### config.mk
export PLATFORM = sky130hd
export DESIGN_NAME = hazard_scoreboard
export DESIGN_NICKNAME = d
export VERILOG_FILES = /design/src/rtl/hazard_scoreboard.sv
export SDC_FILE = /design/constraint.sdc
export NUM_CORES = 1
export LEC_CHECK = 0
export CAP_MARGIN = 20
export CELL_PAD_IN_SITES_DETAIL_PLACEMENT = 0
export CELL_PAD_IN_SITES_GLOBAL_PLACEMENT = 1
export CORE_MARGIN = 1.5
export CORE_UTILIZATION = 33
export CTS_CLUSTER_DIAMETER = 100
export DETAILED_ROUTE_END_ITERATION = 16
export PLACE_DENSITY_LB_ADDON = 0.1
export SLEW_MARGIN = 10
export SYNTH_ARGS = -nofsm -noshare
export SYNTH_HDL_FRONTEND = slang
export SYNTH_SLANG_ARGS = --single-unit
### constraint.sdc
create_clock -name clk -period 1.98 [get_ports clk]
set_clock_uncertainty 0.15 [all_clocks]
set_input_delay 0.396 -clock clk [delete_from_list [all_inputs] [get_ports clk]]
set_output_delay 0.396 -clock clk [all_outputs]
set_load 0.03 [all_outputs]
### src/rtl/hazard_scoreboard.sv
// rtl/hazard_scoreboard.sv - ID-stage hazard unit with an in-flight destination scoreboard
module hazard_scoreboard #(
  parameter int REG_W    = 4,
  parameter int DEPTH    = 2,
  parameter int LOAD_LAT = 1,
  parameter int CNT_W    = 16
) (
  input  logic             clk,
  input  logic             rst,
  input  logic             id_valid,
  input  logic [REG_W-1:0] src1,
  input  logic [REG_W-1:0] src2,
  input  logic             two_src,
  input  logic             id_wb_en,
  input  logic [REG_W-1:0] id_dest,
  input  logic             id_mem_r_en,
  input  logic             id_is_branch,
  input  logic             forward_en,
  input  logic             flush,
  input  logic             freeze,
  output logic             hazard_detected,
  output logic [DEPTH-1:0] inflight_mask,
  output logic [CNT_W-1:0] stall_count
);

  logic [DEPTH-1:0] valid_q, valid_d;
  logic [DEPTH-1:0] wb_en_q, wb_en_d;
  logic [DEPTH-1:0] mem_r_en_q, mem_r_en_d;
  logic [REG_W-1:0] dest_q [DEPTH];
  logic [REG_W-1:0] dest_d [DEPTH];
  logic [CNT_W-1:0] cnt_q, cnt_d;

  logic [DEPTH-1:0] match;
  logic             raw_hazard;
  logic             fwd_hazard;
  logic             issue;

  // Entries are compared before the shift, so a retiring producer still matches.
  always_comb begin
    raw_hazard = 1'b0;
    fwd_hazard = 1'b0;
    for (int i = 0; i < DEPTH; i++) begin
      match[i] = valid_q[i] & wb_en_q[i] &
                 ((src1 == dest_q[i]) | (two_src & (src2 == dest_q[i])));
      raw_hazard = raw_hazard | match[i];
      fwd_hazard = fwd_hazard |
                   (match[i] & (id_is_branch | (mem_r_en_q[i] & (i < LOAD_LAT))));
    end
  end

  assign hazard_detected = id_valid & (forward_en ? fwd_hazard : raw_hazard);
  assign inflight_mask   = valid_q & wb_en_q;
  assign stall_count     = cnt_q;
  assign issue           = id_valid & ~hazard_detected & ~flush;

  always_comb begin
    valid_d    = valid_q;
    wb_en_d    = wb_en_q;
    mem_r_en_d = mem_r_en_q;
    for (int i = 0; i < DEPTH; i++) begin
      dest_d[i] = dest_q[i];
    end
    cnt_d = cnt_q;

    if (!freeze) begin
      for (int i = DEPTH - 1; i > 0; i--) begin
        valid_d[i]    = valid_q[i-1];
        wb_en_d[i]    = wb_en_q[i-1];
        mem_r_en_d[i] = mem_r_en_q[i-1];
        dest_d[i]     = dest_q[i-1];
      end
      valid_d[0]    = issue;
      wb_en_d[0]    = issue & id_wb_en;
      mem_r_en_d[0] = issue & id_mem_r_en;
      dest_d[0]     = issue ? id_dest : '0;

      if (hazard_detected && (cnt_q != {CNT_W{1'b1}})) begin
        cnt_d = cnt_q + 1'b1;
      end
    end
  end

  always_ff @(posedge clk) begin
    if (rst) begin
      valid_q    <= '0;
      wb_en_q    <= '0;
      mem_r_en_q <= '0;
      for (int i = 0; i < DEPTH; i++) begin
        dest_q[i] <= '0;
      end
      cnt_q <= '0;
    end else begin
      valid_q    <= valid_d;
      wb_en_q    <= wb_en_d;
      mem_r_en_q <= mem_r_en_d;
      for (int i = 0; i < DEPTH; i++) begin
        dest_q[i] <= dest_d[i];
      end
      cnt_q <= cnt_d;
    end
  end

endmodule

=== Word-level counts from Yosys, hierarchy flattened ===
Memory sizes are Yosys's and may differ from the RTL's.
Index checks and enable logic that the tools add are counted.

* Flip-flop bits (word level): 21
* Bits in writable memories: 8
* Bits of input ports: 22
* Output and inout port bits: 19
* Logic and storage cells: 45
* Memories kept: 1

{| class="wikitable"
|+ Memory list
! memory !! words !! bits a word !! read ports !! clocked after Yosys merged registers in !! wr ports !! RTL line !! source
|-
| dest_q || 2 || 4 || 2 || 0 || 2 || 29 || <nowiki>logic [REG_W-1:0] dest_q [DEPTH];</nowiki>
|}

* Add/subtract/negate cells: 1
* Eq/ne operators: 5
* Mux-type cells: 8
* Bitwise logic cells: 24
* Reductions and logical operators: 2

{| class="wikitable"
|+ Operators by type and width
! operator !! count
|-
| $add A16 B1 Y16 const B || 1
|-
| $eq A4 B4 Y1 || 4
|-
| $ne A16 B16 Y1 const B || 1
|-
| $and A1 B1 Y1 || 13
|-
| $mux W4 || 3
|-
| $mux W8 || 1
|-
| $or A1 B1 Y1 || 7
|-
| $mux W1 || 4
|-
| $not A1 Y1 || 3
|-
| $and A2 B2 Y2 || 1
|-
| $reduce_and A2 Y1 || 1
|-
| $logic_and A1 B1 Y1 || 1
|}

=== Longest topological paths before layout ===
Gate-level depths: netlist (run 1).

* Depth after elaboration: 14
* Gate-level depth with buffers: 8
* Gate-level depth less buffers: 7

=== Worst setup path after synthesis (run 1) ===
No wires, ideal clock.

* Kind: reg-to-output
* Start point: reg valid_q[0]
* End point: out hazard_detected
* Arrival: 1887 ps
* Data required time: 1434 ps
* Setup slack: -453 ps
* Stages on the path, launching flop included: 8
* Path buffers: 2
* Path through: dfxtp_1 > and2_1 > o21ai_0 > o22ai_1 > a31oi_4 > buf_6 > buf_2 > nor2b_1

* Cells in the longest elaborated chain, start to end: 6
* Elaborated cells on any way between the ends: 7
* Classes of those cells: 1 x mux; 6 x bitwise

{| class="wikitable"
|+ RTL lines
! item !! RTL line !! source
|-
| start, declared || 26 || <nowiki>logic [DEPTH-1:0] valid_q, valid_d;</nowiki>
|-
| start signal, assigned || 93 || <nowiki>valid_q <= valid_d;</nowiki>
|-
| $and A1 B1 Y1 * (2 in a row) || 43 || <nowiki>match[i] = valid_q[i] & wb_en_q[i] &</nowiki>
|-
| $and A1 B1 Y1 || 47 || <nowiki>(match[i] & (id_is_branch | (mem_r_en_q[i] & (i < LOAD_LAT))));</nowiki>
|-
| $or A1 B1 Y1 || 46 || <nowiki>fwd_hazard = fwd_hazard |</nowiki>
|-
| $mux W1 * || 51 || <nowiki>assign hazard_detected = id_valid & (forward_en ? fwd_hazard : raw_hazard);</nowiki>
|-
| $and A1 B1 Y1 * || 51 ||
|-
| end, declared || 21 || <nowiki>output logic hazard_detected,</nowiki>
|}

Mark *: on every way between the ends. The rest lies on a longest branch, timed or not.

==> results of run 1 <==
[per-layer routing]
metal	vias up	track usage
li1	796	-
met1	772	0.213
met2	36	0.325
met3	4	0.0370
met4	0	0.0761
met5	-	0
[worst max-delay path, stage by stage (launching register included)]
cell	delay [ns]
dfxtp_4	0.37
xor2_4	0.16
o41ai_4	0.40
a31oi_4	0.13
buf_6	0.14
nor2b_4	0.10
buf_6	0.13
[final timing paths]
| path | end | slack (ns) | cells past startpoint |
|---|---|---|---|
| min reg2reg | wb_en_q[0]$_SDFFE_PP0N_ | 0.33 | 2 |
| max | hazard_detected | -0.26 | 6 |
| min | wb_en_q[0]$_SDFFE_PP0N_ | 0.33 | 2 |
| max reg2reg | stall_count[3]$_SDFFE_PP0P_ | -0.20 | 7 |
[kinds of logic (layout without fill, tap and decap cells)]
family,count (synthesis),in the layout,share of synthesized area
AO/OA/AOI/OAI,30,30,0.137
XOR/XNOR,16,16,0.0851
adder cells (fa/ha/maj),1,1,0.00760
buffers and inverters,12,84,0.0395
flip-flops,29,29,0.353
multiplexers,13,13,0.0843
AND/OR/NAND/NOR,80,80,0.294
[state kept, by name, indices dropped and copies added (netlist names)]
signal and count:
valid_q 2, stall_count 16, mem_r_en_q 1, wb_en_q 2, dest_q 8
[placed cells by master (no fill, tap or decap), types with 2 or more instances in the layout]
| cell | count |
|---|---|
| buf_4 | 29 |
| clkdlybuf4s50_1 | 21 |
| dfxtp_1 | 16 |
| nor2_1 | 15 |
| dfxtp_2 | 12 |
| xnor2_1 | 11 |
| nand3_1 | 10 |
| nand2_1 | 9 |
| dlygate4sd2_1 | 9 |
| a21oi_1 | 8 |
| nor2b_1 | 7 |
| dlymetal6s2s_1 | 7 |
| nand4b_1 | 6 |
| mux2_4 | 6 |
| mux2i_1 | 6 |
| a21oi_2 | 5 |
| clkbuf_8 | 5 |
| nand4_1 | 4 |
| o31ai_1 | 4 |
| buf_12 | 4 |
| and3_1 | 3 |
| o21ai_0 | 3 |
| nor3_4 | 3 |
| buf_6 | 3 |
| xnor2_2 | 2 |
| or4_4 | 2 |
| o31a_1 | 2 |
| or4_1 | 2 |
| nor3b_4 | 2 |
| clkinv_2 | 2 |
[through the flow]
step | hold WS [ns] | setup WS (ns) | total power [mW] | std cells
after global placement | 0.315 | -0.736 | 0.753 | 308
final | 0.328 | -0.258 | 1.22 | 320
after global routing | 0.366 | -0.328 | 1.29 | 320
after CTS | 0.328 | -0.281 | 1.24 | 318
after floorplan | 0.303 | -0.180 | 0.674 | 181
after detailed placement | 0.317 | -0.789 | 0.755 | 308
[layout make-up]
class	instances	area [um^2]	share of cell area
Clock inverter	2	10.0	0.00371
Inverter	1	3.75	0.00139
Tap cell	67	83.8	0.0311
Clock buffer	6	72.6	0.0269
Timing Repair Buffer	75	724	0.268
Sequential cell	29	599	0.222
Multi-Input combinational cell	140	1200	0.446
[power breakdown]
part | internal [mW] | switching [mW] | leakage, nW
clock | 0.243 | 0.233 | 0.0450
combinational | 0.0826 | 0.0713 | 0.913
sequential | 0.587 | 0.00530 | 0.241
total | 0.913 | 0.309 | 1.20
[repair_timing]
action | in CTS | in global routing
pin swaps | 9 | 7
resized for setup | 34 | 19
setup endpoints to repair | 26 | 24
buffers inserted | 2 | 2
==> impl_metrics.json, run 1 <==
{
  "outcome": "finished with violations",
  "violations": "negative setup slack",
  "track_usage": 0.183,
  "numCtsBuffers": 5,
  "ys.flop_type": "dfxtp_1",
  "holdCritPathClass": "reg2reg",
  "grt_max_degree": 37,
  "root_buffer": "clkbuf_8",
  "postRouteAntennaNets": 0,
  "path_class": "reg2out",
  "min-delay-start": "wb_en_q[0]$_SDFFE_PP0N_",
  "chipWidth_um": 73.6,
  "grt_overflow": 0,
  "start_util": 0.346,
  "fin_crit_ns": 2.24,
  "tightest_slew_ns": 0.322,
  "async_flop_share": 0,
  "gp_congestion": 0.834,
  "synthDominantCellAreaShare": 0.353,
  "hold_viol_final": 0,
  "ys_top_cells_by_count": "dfxtp_1 (29), nor2_1 (16), a21oi_1 (13), xnor2_1 (13), nand3_1 (11)",
  "num_io_pins": 41,
  "drive_above_1_share": 0.387,
  "ir_drop_mv": 0.209,
  "synth-edff-count": 0,
  "ys_warn_count": 0,
  "place_area_um2": 2440,
  "cap_viol_max_count": 0,
  "area_growth_syn_to_layout_pct": 63.9,
  "dr_wl_met2_um": 2400,
  "dp_hpwl_um": 3280,
  "required_ns": 1.43,
  "tritoncts": "done",
  "setup_ws_ns": -0.258,
  "synth_nets": 204,
  "num_vias": 1608,
  "grt_pass1_wl_um": 7640,
  "crit_path_end_kind": "output pin",
  "grt_pass1_vias": 1664,
  "die-area_um2": 5420,
  "max_slew_margin": 0.785,
  "cts_buffer_depth": 2,
  "ctsHoldBuffers": 0,
  "route.met3.wl_um": 182,
  "crit_path_start": "dest_q[0][6]$_SDFFE_PP0N_",
  "cts_sinks": 29,
  "finalSetupViolCount": 17,
  "worstSkewPairLatency_ns": 0.28,
  "drcViolationCount": 0,
  "crit_arrival_ns": 1.69,
  "power_density_nw_per_um2": 453,
  "path_max_fanout": 3,
  "synthCells": 181,
  "antennaDiodeCount": 0,
  "startpoint_type": "register",
  "met1_length_um": 1980,
  "placementRows": 25,
  "utilization": 0.568,
  "core_area_um2": 4750,
  "netlist.top_cell.by_area": "dfxtp_1",
  "synth-seq-cells": 29,
  "timing.fmax_ghz": 0.447,
  "rsz0062_at_grt": "true",
  "n_fill_cell": 438,
  "cts_max_level": 2,
  "slew_violations": 0,
  "timing.rr.start": "dest_q[0][6]$_SDFFE_PP0N_",
  "design_area_um2": 2700,
  "yosysUniqueCellTypes": 41,
  "fin_setup_tns_ns": -2.19,
  "p_leak_nw": 1.20,
  "synth.most_common_cell": "dfxtp_1",
  "wl_per_cell_um": 14.4,
  "via_per_inst": 5.03,
  "final.period_utilization": 1.13,
  "drt_iter0_markers": 60,
  "clk_pin_slew_ns": 0.07,
  "syn-cell-area_um2": 1650,
  "first_pass_iters": 4,
  "die_h_um": 73.6,
  "highest_layer": "met4",
  "ys_top_cells_by_area": "dfxtp_1 (35%), xnor2_1 (6.9%), a21oi_1 (4.0%)",
  "ys_seq_area_frac": 0.353,
  "avgSynthCellArea_um2": 9.10,
  "antenna_found_initial": 0,
  "port_buffers": 40,
  "drt-total-wl_um": 4600,
  "nNetsFinal": 275
}
No activity file was read; power rests on OpenSTA's default activity.
==> run 2, diff against run 1 <==
- CAP_MARGIN: 20 -> 10
- SKIP_LAST_GASP: unset -> 1
==> run 2 against run 1 <==
The flow still finishes with violations (negative setup slack). Register-to-register slack about the same. Non-clock buffer count unchanged. Die area unchanged. Critical path depth unchanged. First-iteration DRC count down 6.7%. Maximum frequency about the same. Wire length about the same. Final cell count unchanged. Utilization down 0.053 points.
==> impl_metrics.json, run 2 (synthesized netlist as in run 1, its figures left out) <==
{
  "violations": "negative setup slack",
  "cts_max_level": 2,
  "final_cell_mix": "buf_4 (29), clkdlybuf4s50_1 (22), dfxtp_1 (16)",
  "top_usage_layer": "met2",
  "max_slew_margin": 0.785,
  "area_growth_syn_to_layout_pct": 63.8,
  "power_frac_comb": 0.126,
  "place_area_um2": 2440,
  "timing.fmax_ghz": 0.447,
  "pwr-share-clk": 0.389,
  "die-area_um2": 5420,
  "antenna_found_initial": 0,
  "postRouteAntennaNets": 0,
  "required_ns": 1.43,
  "fin_crit_ns": 2.24,
  "p_sw_mw": 0.309,
  "r2r_cells": 7,
  "outcome": "finished with violations",
  "path_max_fanout": 3,
  "track_usage": 0.183,
  "path_cells": "xor2_4 > o41ai_4 > a31oi_4 > buf_6 > nor2b_4 > buf_6",
  "core_area_um2": 4750,
  "timing.rr.start": "dest_q[0][6]$_SDFFE_PP0N_",
  "via_per_inst": 5.03,
  "num_vias": 1609,
  "utilization": 0.567,
  "slew_violations": 0,
  "power_density_nw_per_um2": 453,
  "place_ws_ns": -0.789,
  "drt_iter0_markers": 56,
  "wl_per_cell_um": 14.4,
  "startpoint_type": "register",
  "hold_viol_final": 0,
  "die_h_um": 73.6,
  "holdCritPathClass": "reg2reg",
  "path_class": "reg2out",
  "reg2reg_to": "stall_count[3]$_SDFFE_PP0P_",
  "rsz0062_at_grt": "true",
  "critPathMaxStageDelay_ns": 0.40,
  "hold_depth": 2,
  "drive_above_1_share": 0.387,
  "met3_usage": 0.0370,
  "final.period_utilization": 1.13,
  "nNetsFinal": 275,
  "drcViolationCount": 0,
  "setup_ws_ns": -0.258,
  "cap_viol_max_count": 0,
  "design_area_um2": 2700,
  "start_util": 0.346,
  "dp_hpwl_um": 3280,
  "crit_top_cell": "buf_6",
  "chipWidth_um": 73.6,
  "grt_pass1_vias": 1664,
  "power_mw": 1.22,
  "cts_sinks": 29,
  "holdPathEnd": "wb_en_q[0]$_SDFFE_PP0N_",
  "p_leak_nw": 1.18,
  "grtUsageMet2": 0.325,
  "gp_congestion": 0.834,
  "numCtsBuffers": 5,
  "ir_drop_mv": 0.209,
  "seqPwrFrac": 0.485,
  "drt-total-wl_um": 4600,
  "cp_slowest_cell": "o41ai_4",
  "crit_path_end_kind": "output pin",
  "layout_commonest_cell": "buf_4",
  "grt_overflow": 0,
  "ctsHoldBuffers": 0,
  "min-delay-start": "wb_en_q[0]$_SDFFE_PP0N_",
  "root_buffer": "clkbuf_8",
  "first_pass_iters": 4,
  "worstSkewPairLatency_ns": 0.28,
  "use_met1": 0.213,
  "placementRows": 25,
  "grt_pass1_wl_um": 7640,
  "swShare": 0.253,
  "antennaDiodeCount": 0,
  "crit_arrival_ns": 1.69,
  "clk_pin_slew_ns": 0.07,
  "p_int_mw": 0.913,
  "grt_max_degree": 37,
  "tritoncts": "done",
  "cts_buffer_depth": 2,
  "finalSetupViolCount": 17,
  "tightest_slew_ns": 0.322,
  "r2r_slack_ns": -0.20,
  "port_buffers": 40,
  "largest_register_ffs": 16,
  "num_io_pins": 41
}
run 2: changes by cell type in the layout (fill, tap and decap cells not counted):
cell,delta
clkdlybuf4s50_1,+1
dlymetal6s2s_1,-1
run 2: worst max path at each step:
stage                                  endpoint  slack (ns)                 startpoint
finish                          hazard_detected       -0.26  dest_q[0][6]$_SDFFE_PP0N_
global route                    hazard_detected       -0.33  dest_q[0][6]$_SDFFE_PP0N_
CTS                             hazard_detected       -0.28  dest_q[0][6]$_SDFFE_PP0N_
detailed placement  stall_count[3]$_SDFFE_PP0P_       -0.79                    src2[1]
global placement    stall_count[3]$_SDFFE_PP0P_       -0.74                    src2[1]
floorplan                       hazard_detected       -0.18                    src2[1]
run 2: metal layers:
layer,wire length (um),vias to the layer above
met5,0,-
met4,40,0
met3,179,4
met2,2400,36
met1,1980,773
li1,-,796
run 2: cell type report:
type	count	area (um^2)
clock buffer	6	72.6
clock inverter	2	10.0
fill	439	2060
inverter	1	3.75
multi-input combinational	140	1200
sequential	29	599
tap	67	83.8
timing repair buffer	75	722
run 2: critical path, delay by kind of cell (launching register included):
family          cells  cell delay (ns)
compound gates      2             0.53
flops               1             0.37
buf+inv             2             0.27
xor+xnor            1             0.16
simple gates        1             0.10
run 2: power by group through the flow:
| stage | combinational (mW) | clock [mW] | sequential, mW |
|---|---|---|---|
| finish | 0.154 | 0.476 | 0.593 |
| global route | 0.166 | 0.527 | 0.593 |
| CTS | 0.151 | 0.494 | 0.593 |
| detailed placement | 0.149 | 0 | 0.607 |
| global placement | 0.147 | 0 | 0.606 |
| floorplan | 0.0680 | 0 | 0.606 |
run 2: timing repair:
| action | in CTS | in global routing |
|---|---|---|
| endpoints found under the setup margin | 26 | 24 |
| pin swaps | 9 | 7 |
| buffers inserted | 2 | 2 |
| gates resized for setup | 34 | 18 |
run 2: through the flow:
stage	std cells	TNS, ns	hold slack, ns
4_1_cts	318	-2.38	0.328
5_1_grt	320	-3.35	0.366
3_3_place_gp	308	-14.00	0.315
6_report	320	-2.19	0.327
3_5_place_dp	308	-15.03	0.317
2_1_floorplan	181	-0.676	0.303
==> run 3, diff against run 2 <==
- CORE_MARGIN: 1.5 -> 3
- GPL_ROUTABILITY_DRIVEN: unset -> 0
- HOLD_SLACK_MARGIN: unset -> 0.03
==> run 3 against run 2 <==
The run still ends with negative setup slack left. Global-route usage decreased by 2.0 points. Sequential share of layout area decreased by 0.052 points. Via count decreased by 0.81%. Count of clock-buffer cells in the layout increased by 1. Wire length decreased by 1.6%. Critical endpoint unchanged.
==> impl_metrics.json, run 3 (synthesized netlist as in run 1, its figures left out) <==
{
  "required_ns": 1.43,
  "cap_viol_max_count": 0,
  "dp_hpwl_um": 3300,
  "first_pass_iters": 4,
  "max_slew_margin": 0.772,
  "track_usage": 0.163,
  "tritoncts": "done",
  "layout_commonest_cell": "buf_4",
  "cts_buffer_depth": 2,
  "place_area_um2": 2430,
  "timing.fmax_ghz": 0.445,
  "port_buffers": 40,
  "postRouteAntennaNets": 0,
  "drt-total-wl_um": 4520,
  "nNetsFinal": 274,
  "holdPathEnd": "wb_en_q[0]$_SDFFE_PP0N_",
  "die_h_um": 76.6,
  "core_area_um2": 4790,
  "hold_viol_final": 0,
  "final.period_utilization": 1.14,
  "path_max_fanout": 3,
  "cts_sinks": 29,
  "power_density_nw_per_um2": 484,
  "setup_ws_ns": -0.268,
  "multi_input_area_um2": 1210,
  "drcViolationCount": 0,
  "fin_crit_ns": 2.25,
  "area_growth_syn_to_layout_pct": 63.4,
  "power_mw": 1.30,
  "startpoint_type": "register",
  "final_cell_mix": "buf_4 (29), clkdlybuf4s50_1 (20), dfxtp_1 (16)",
  "ir_drop_mv": 0.303,
  "r2r_cells": 7,
  "path_class": "reg2out",
  "placementRows": 25,
  "worstSkewPairLatency_ns": 0.28,
  "slew_violations": 0,
  "antenna_found_initial": 0,
  "holdCritPathClass": "reg2reg",
  "chipWidth_um": 76.6,
  "drive_above_1_share": 0.369,
  "crit_arrival_ns": 1.70,
  "cts_max_level": 2,
  "numCtsBuffers": 5,
  "via_per_inst": 5.00,
  "ctsHoldBuffers": 0,
  "p_leak_nw": 1.19,
  "grt_max_degree": 37,
  "timing.rr.start": "dest_q[0][6]$_SDFFE_PP0N_",
  "grt_overflow": 0,
  "n_fill_cell": 444,
  "wl_per_cell_um": 14.2,
  "largest_register_ffs": 16,
  "antennaDiodeCount": 0,
  "clk_pin_slew_ns": 0.07,
  "reg2reg_to": "stall_count[3]$_SDFFE_PP0P_",
  "root_buffer": "clkbuf_8",
  "finalSetupViolCount": 17,
  "num_io_pins": 41,
  "min-delay-start": "wb_en_q[0]$_SDFFE_PP0N_",
  "dp_cells": 308,
  "num_vias": 1596,
  "crit_path_end_kind": "output pin",
  "violations": "negative setup slack",
  "design_area_um2": 2690,
  "tightest_slew_ns": 0.340,
  "start_util": 0.344,
  "fin_cells": 319,
  "place_ws_ns": -0.735,
  "rsz0062_at_grt": "true",
  "grt_pass1_wl_um": 7780,
  "r2r_slack_ns": -0.22,
  "grt_pass1_vias": 1683,
  "die-area_um2": 5870,
  "final-seq-area_um2": 597,
  "outcome": "finished with violations",
  "hold_depth": 2,
  "drt_iter0_markers": 39
}
==> run 3: cell types whose count changed in the layout (fill, tap and decap cells not counted), moves of 2 or more <==
cell | before | now
dlygate4sd2_1 | 9 | 12
clkdlybuf4s50_1 | 22 | 20
or4_1 | 2 | 4
clkbuf_8 | 5 | 7
or4_4 | 2 | 0
clkdlybuf4s15_1 | 0 | 2
==> run 3: metrics by stage <==
step | hold WS [ns] | utilization | TNS (ns)
detailed placement | 0.328 | 0.508 | -13.97
finish | 0.344 | 0.562 | -2.60
floorplan | 0.303 | - | -0.676
CTS | 0.340 | 0.545 | -2.62
global route | 0.375 | 0.562 | -3.45
global placement | 0.321 | 0.508 | -13.27
==> run 3: cell type report <==
cell class / count / share of cell area
multi-input cells: 140 / 0.448
repair buffers: 74 / 0.260
flip-flops and latches: 29 / 0.222
clock buffers: 7 / 0.0358
well taps: 67 / 0.0311
clock inverters: 1 / 0.00186
inverters: 1 / 0.00139
==> run 3: worst max-delay path by stage <==
stage | cells past startpoint | slack, ns | startpoint | to
floorplan | 7 | -0.18 | src2[1] | hazard_detected
global placement | 8 | -0.71 | src2[1] | stall_count[3]$_SDFFE_PP0P_
detailed placement | 8 | -0.74 | src2[1] | stall_count[3]$_SDFFE_PP0P_
CTS | 6 | -0.28 | dest_q[0][6]$_SDFFE_PP0N_ | hazard_detected
global route | 6 | -0.32 | dest_q[0][6]$_SDFFE_PP0N_ | hazard_detected
finish | 6 | -0.27 | dest_q[0][6]$_SDFFE_PP0N_ | hazard_detected
==> run 3: power by group <==
part	internal (mW)	leakage [nW]	switching [mW]
Clock	0.314	0.0542	0.238
Combinational	0.0849	0.890	0.0726
Sequential	0.589	0.241	0.00554
==> run 3: repair_timing <==
| item | CTS | global route |
|---|---|---|
| buffers inserted | 2 | 1 |
| pin swaps | 6 | 4 |
| setup endpoints to repair | 28 | 21 |
| gates resized for setup | 30 | 18 |
==> run 3: routing by layer <==
layer / share of wire / global-route usage / up-vias
li1: - / - / 793
met1: 0.44 / 0.186 / 770
met2: 0.51 / 0.293 / 27
met3: 0.042 / 0.0485 / 6
met4: 0.011 / 0.0453 / 0
met5: 0 / 0 / -
==> run 3: critical path, stage by stage (launching register included) <==
cell and delay, ns:
dfxtp_2 0.35, xor2_2 0.19, o41ai_4 0.39, a31oi_4 0.13, buf_6 0.14, nor2b_4 0.10
buf_6 0.13
